### src/rtl/sbox_word_sched.sv
// sbox_word_sched: arbitrates two 32-bit requesters onto one shared S-box, substituting one byte per cycle
module sbox_word_sched #(
  parameter int FIXED_PRIO = 0
) (
  input  logic        clk,
  input  logic        rst,
  input  logic        req0_valid,
  input  logic [31:0] req0_word,
  output logic        req0_ready,
  input  logic        req1_valid,
  input  logic [31:0] req1_word,
  output logic        req1_ready,
  output logic [7:0]  sbox_in,
  input  logic [7:0]  sbox_out,
  output logic        rsp0_valid,
  output logic        rsp1_valid,
  output logic [31:0] rsp_word,
  output logic        busy
);
  typedef enum logic [1:0] {IDLE, SUB, DONE} state_t;
  state_t      state, state_nxt;
  logic [1:0]  cnt;
  logic        last_grant, owner, win0;
  logic [31:0] word, res;
  always_ff @(posedge clk or posedge rst)
    if (rst) state <= IDLE;
    else state <= state_nxt;
  always_comb begin
    win0 = req0_valid && (!req1_valid || FIXED_PRIO != 0 || last_grant);
    req0_ready = state == IDLE && win0;
    req1_ready = state == IDLE && req1_valid && !win0;
    sbox_in = state == SUB ? word[{~cnt, 3'b000} +: 8] : 8'h00;
    rsp0_valid = state == DONE && !owner;
    rsp1_valid = state == DONE && owner;
    busy = state != IDLE;
    state_nxt = state;
    case (state)
      IDLE:    state_nxt = (req0_ready || req1_ready) ? SUB : IDLE;
      SUB:     state_nxt = cnt == 2'd3 ? DONE : SUB;
      default: state_nxt = IDLE;
    endcase
  end
  always_ff @(posedge clk or posedge rst)
    if (rst) begin
      cnt <= '0;
      last_grant <= 1'b1;
      owner <= 1'b0;
      word <= '0;
      res <= '0;
      rsp_word <= '0;
    end else begin
      if (req0_ready || req1_ready) begin
        word <= req1_ready ? req1_word : req0_word;
        owner <= req1_ready;
        last_grant <= req1_ready;
        cnt <= '0;
      end
      if (state == SUB) begin
        res[{~cnt, 3'b000} +: 8] <= sbox_out;
        cnt <= cnt + 2'd1;
        if (cnt == 2'd3) rsp_word <= {res[31:8], sbox_out};
      end
    end
endmodule

### config.mk
export PLATFORM = sky130hd
export DESIGN_NAME = sbox_word_sched
export DESIGN_NICKNAME = d
export VERILOG_FILES = /design/src/rtl/sbox_word_sched.sv
export SDC_FILE = /design/constraint.sdc
export NUM_CORES = 1
export LEC_CHECK = 0
export CAP_MARGIN = 30
export CORE_UTILIZATION = 46
export CTS_CLUSTER_DIAMETER = 60
export DETAILED_ROUTE_END_ITERATION = 10
export PLACE_DENSITY = 0.77
export SLEW_MARGIN = 40
export SYNTH_ARGS = -nofsm -noshare
export SYNTH_HDL_FRONTEND = slang
export SYNTH_SLANG_ARGS = --single-unit
export TNS_END_PERCENT = 50
### constraint.sdc
create_clock -name clk -period 6.7 [get_ports clk]
set_input_delay 0.67 -clock clk [delete_from_list [all_inputs] [get_ports clk]]
set_output_delay 0.67 -clock clk [all_outputs]
set_load 0.005 [all_outputs]
Yosys cells after proc, flatten, opt, wreduce, memory -nomap -nowiden
Cells that the tools add are included.

Register bits: 102. Word-level logic and storage cells: 39.

$add $sub $neg: 2. Equality and inequality tests: 3. Shift-type cells: 3. Muxes and demuxes: 8. Bitwise operators: 1. Reductions and logical operators: 15.

Operators with widths (number): $bwmux 32 (1); $mux 32 (1); $shift 8x7->32 const A (1); $shiftx 32x6->8 (1); $shiftx 8x7->32 (1); $mux 8 (1); $neg 5->7 (1); $logic_and 1x1->1 (6); $mux 2 (3); $eq 2x2->1 const B (2); $pmux 2 s2 (1); $reduce_bool 2->1 (2); $logic_not 1->1 (3); $add 2x1->2 const B (1); $eq 2x1->1 const B (1); $logic_not 2->1 (1); $logic_or 1x1->1 (2); $not 2->2 (1); $reduce_and 2->1 (1); $mux 1 (1).

Longest topological paths before layout
Word-level depth: 8. Gate-level depth with buffers: 7. Gate-level depth less buffers: 5.

Worst setup path before layout
OpenSTA, ideal clock, no wires.

Path type: input -> output. Start: input req1_valid. End: output req1_ready. Arrival: 1.393 ns. Required time: 6.030 ns. Setup slack: 4.637 ns. Cell stages on the path: 4. Path through: nor3b_2 -> and2_1 -> buf_2 -> buf_4.

Word-level cells in the longest chain between the ends: 5. Elaborated cells on any way between the ends: 6. Classes of those cells: reduce/logical (6).

RTL lines: start, declared (RTL line 10) `input logic req1_valid,`; $logic_not 1->1 (RTL line 29) `win0 = req0_valid && (!req1_valid || FIXED_PRIO != 0 || last_grant);`; $logic_or 1x1->1 (RTL line 29); $logic_and 1x1->1 (RTL line 29); $logic_not 1->1 (RTL line 31) `req1_ready = state == IDLE && req1_valid && !win0;`; $logic_and 1x1->1 (*) (RTL line 31); end, declared (RTL line 12) `output logic req1_ready,`.

Every way passes the cells marked *; elsewhere a longest branch is shown, timed or not.

Worst setup path after layout
Ends and elaborated chain as after synthesis.

==> summary.md <==
| Metric | Value |
|---|---|
| Post-synthesis compound-gate area fraction | 16.4% |
| Number of hold buffers added after CTS | 0 |
| Detailed placer's ending HPWL | 7.46 mm |
| Dominant combinational cell family by area after synthesis | compound AO/OA/AOI/OAI gates |
| Clock input transition at the sequential cells of the worst setup and hold paths | 0.09 ns |
| Fraction of the cycle the final worst path needs | 58.4% |
| Start-to-end type of the worst setup path | input port to output pin |
| Cell family with most CP delay | buffers and inverters |
| Pin slew with the least headroom to its limit | 0.769 ns |
| Post-CTS Setup Repair Bufs | 0 |
| Cells after synthesis | 360 |
| Most frequent cells in the layout | sky130_fd_sc_hd__clkdlybuf4s50_1 (120), sky130_fd_sc_hd__dfrtp_1 (93), sky130_fd_sc_hd__inv_1 (36), sky130_fd_sc_hd__o21ai_0 (34), sky130_fd_sc_hd__nand3_1 (32) |
| Post-synthesis net count | 440 |
| Layout Skew | 0.00866 ns |
| Leak Pwr | 2.52 nW |
| Cells after DPL | 565 |
| Post-synth design cell area | 4270 um^2 |
| Antenna-violating nets left | 0 |
| Root buffer cell | sky130_fd_sc_hd__clkbuf_8 |
| Die Area | 9680 um^2 |
| Final instance area | 5760 um^2 |
| Proportion of layout cells with a drive suffix above 1 | 14.4% |
| Summed negative setup slack over all endpoints | 0 ns |
| Sequential element share of the synthesized area | 55.1% |
| Die W | 98.4 um |
| Top-level I/O count | 121 |
| Final setup violating endpoints | 0 |
| Violation count after the first detailed-routing iteration | 317 |
| First-pass GRT wire length | 17.4 mm |
| CTS tree | yes |
| Yosys warning total | 0 |
| Count of buffering cells on the critical path with inverters included | 3 |
| Simple-gate portion of the synthesized area | 8.64% |
| Leading cell type in the layout, fill and taps excluded | sky130_fd_sc_hd__clkdlybuf4s50_1 |
| Mux cell area share after synthesis | 12.6% |
| Number of antenna cells inserted | 0 |
| Crit path launch type | input port |
| Maximum number of pins on one net before global-route repair | 64 |
| TritonCTS buffer count | 9 |
| Placed Area | 5540 um^2 |
| Largest fanout on the critical path | 34 |
| Row cnt | 34 |
| Number of different library cells in the post-synthesis netlist | 30 |
| Routed length per instance | 18.4 um |
| RSZ-0062 raised after global routing | false |
| Worst skew pair latency | 0.35 ns |
| Count of unresolved DRC violations after routing | 4 |
| Required time reported for the critical path endpoint | 6.03 ns |
| Initial Util | 48.3% |
| Post-route setup slack | 2.78 ns |
| Multi-input gate area in the final layout | 1680 um^2 |
| CP most frequent cell | sky130_fd_sc_hd__clkdlybuf4s50_1 |
| Max Root-Sink Buffers | 2 |
| Synthesized-area fraction occupied by adder cells | 1.17% |
| Worst Setup End Kind | output pin |
| Outcome | finished, violations left |
| Final net count | 548 |
| Core area | 8850 um^2 |
| Signal arrival time at the worst endpoint | 3.25 ns |
| Achievable clock frequency | 255 MHz |
| Area Growth Syn to Fin | 34.8% |
| Total wire length | 10.7 mm |
| Number of clock sinks seen by CTS | 94 |
| Syn Area/Cell | 11.9 um^2 |
| Number of optimization iterations in the first detailed-route pass | 11 |
| Aggregate global-route resource usage | 23.1% |
| Tightest hold margin | 0.507 ns |
| Number of pins exceeding their max-slew limit in the final report | 0 |
| Critical Path Max Stage Delay | 0.70 ns |
| Worst-path cell chain | clkdlybuf4s50_1 > nor3b_4 > buf_4 > and2_2 > clkdlybuf4s50_1 |
| Total congestion overflow | 0 |
| Clock H-tree levels | 3 |
| Total of cells resized after clock tree synthesis | 0 |
| Number of maximum-capacitance violations | 0 |
| Fin. Hold Viols | 0 |
| Die height | 98.4 um |
| Synth Area in XOR/XNOR | 0% |
| Worst supply voltage drop on vdd | 399 uV |
| Pre-CTS setup slack | 2.86 ns |
| Number of storage elements in the synthesis netlist | 94 |
| Minimum period implied by the final worst setup slack | 3.92 ns |
| Power density of the placed cells | 431 nW/um^2 |
| Violated checks | design-rule violations |
| Final core utilization | 65.1% |
| Number of fillers in the final layout | 665 |
| Initial antenna violation count | 0 |
| Number of global-route vias before repair | 3458 |
| Final GP Congestion | 0.877 |
| Power consumption | 2.49 mW |
| Slew HR | 48.5% |
| Via total after detailed routing | 3388 |
| Sequential standard cell area | 2350 um^2 |
| Count of input and output buffers | 120 |
| Crit path max-delay cell type | sky130_fd_sc_hd__and2_2 |
| Via density per instance | 5.83 |
| Hold/Removal Path Class | flip-flop to flip-flop |
| Non-filler cells, final | 581 |
[Yosys cell counts]
library cell               number  area share [%]
sky130_fd_sc_hd__buf_2          4            0.47
sky130_fd_sc_hd__and3b_1        1            0.20
sky130_fd_sc_hd__ha_1           4             1.2
sky130_fd_sc_hd__mux4_2         8             4.2
sky130_fd_sc_hd__nand3_1       32             3.7
sky130_fd_sc_hd__and2_1         9             1.3
sky130_fd_sc_hd__and2b_1        1            0.18
sky130_fd_sc_hd__nand2_1        6            0.53
sky130_fd_sc_hd__o211ai_1       1            0.18
sky130_fd_sc_hd__a22o_1        25             5.1
sky130_fd_sc_hd__o311ai_0       4            0.82
sky130_fd_sc_hd__clkbuf_1      18             1.6
sky130_fd_sc_hd__a21oi_1        1            0.12
sky130_fd_sc_hd__o311ai_1      28             5.7
sky130_fd_sc_hd__nor4b_4        2             1.1
sky130_fd_sc_hd__nand2_2        1            0.15
sky130_fd_sc_hd__inv_1         38             3.3
sky130_fd_sc_hd__a21o_1         1            0.18
sky130_fd_sc_hd__mux2_2        31             8.2
sky130_fd_sc_hd__nor3b_1        1            0.18
sky130_fd_sc_hd__dfstp_2        1            0.61
sky130_fd_sc_hd__a31oi_1        1            0.15
sky130_fd_sc_hd__mux2_1         1            0.26
sky130_fd_sc_hd__nor3b_2        1            0.29
sky130_fd_sc_hd__nor2_1         5            0.44
sky130_fd_sc_hd__and4_1         1            0.20
sky130_fd_sc_hd__buf_4          4            0.70
sky130_fd_sc_hd__dfrtp_1       93              54
sky130_fd_sc_hd__nand2b_1       2            0.29
sky130_fd_sc_hd__o21ai_0       35             4.1
[registers in the layout (all words and copies together) (netlist names)]
| register | flops |
|---|---|
| res | 24 |
| rsp_word | 32 |
| word | 32 |
| last_grant | 1 |
| owner | 1 |
| cnt | 2 |
| state | 2 |
[final timing paths]
check	from	end	slack, ns	cells after the start
setup / recovery	req1_valid	req1_ready	2.78	5
hold / removal	res[23]	res[23]	0.51	1
setup reg to reg	cnt[0]	rsp_word[14]	4.29	3
hold reg to reg	res[23]	res[23]	0.51	1
max in group asynchronous	rst	word[24]	5.10	3
min in group asynchronous	rst	owner	0.67	2
[power breakdown]
group	internal (mW)	switching [mW]
clock	0.213	0.197
sequential	0.816	0.176
combinational	0.617	0.466
[cells by family (layout without fill, tap and decap cells)]
| group | after synthesis | count (layout) |
|---|---|---|
| compound gates | 96 | 96 |
| flops | 94 | 94 |
| buf+inv | 64 | 177 |
| simple gates | 62 | 62 |
| mux | 40 | 40 |
| fa+ha+maj | 4 | 4 |
[final cells by class]
cell class              instances  area share [%]
flip-flops and latches         94            40.8
multi-input cells             202            29.2
well taps                     108            2.34
inverters                      38            2.50
clock buffers                  10            2.21
repair buffers                123            21.3
clock inverters                 6            1.63
[metal layers]
metal,vias up,track usage (%),part of all wire [%]
li1,1539,-,-
met1,1671,32.7,42
met2,159,36.2,49
met3,19,3.51,7.0
met4,0,8.96,2.1
met5,-,0,0
Power figures use the tool's default switching activity.
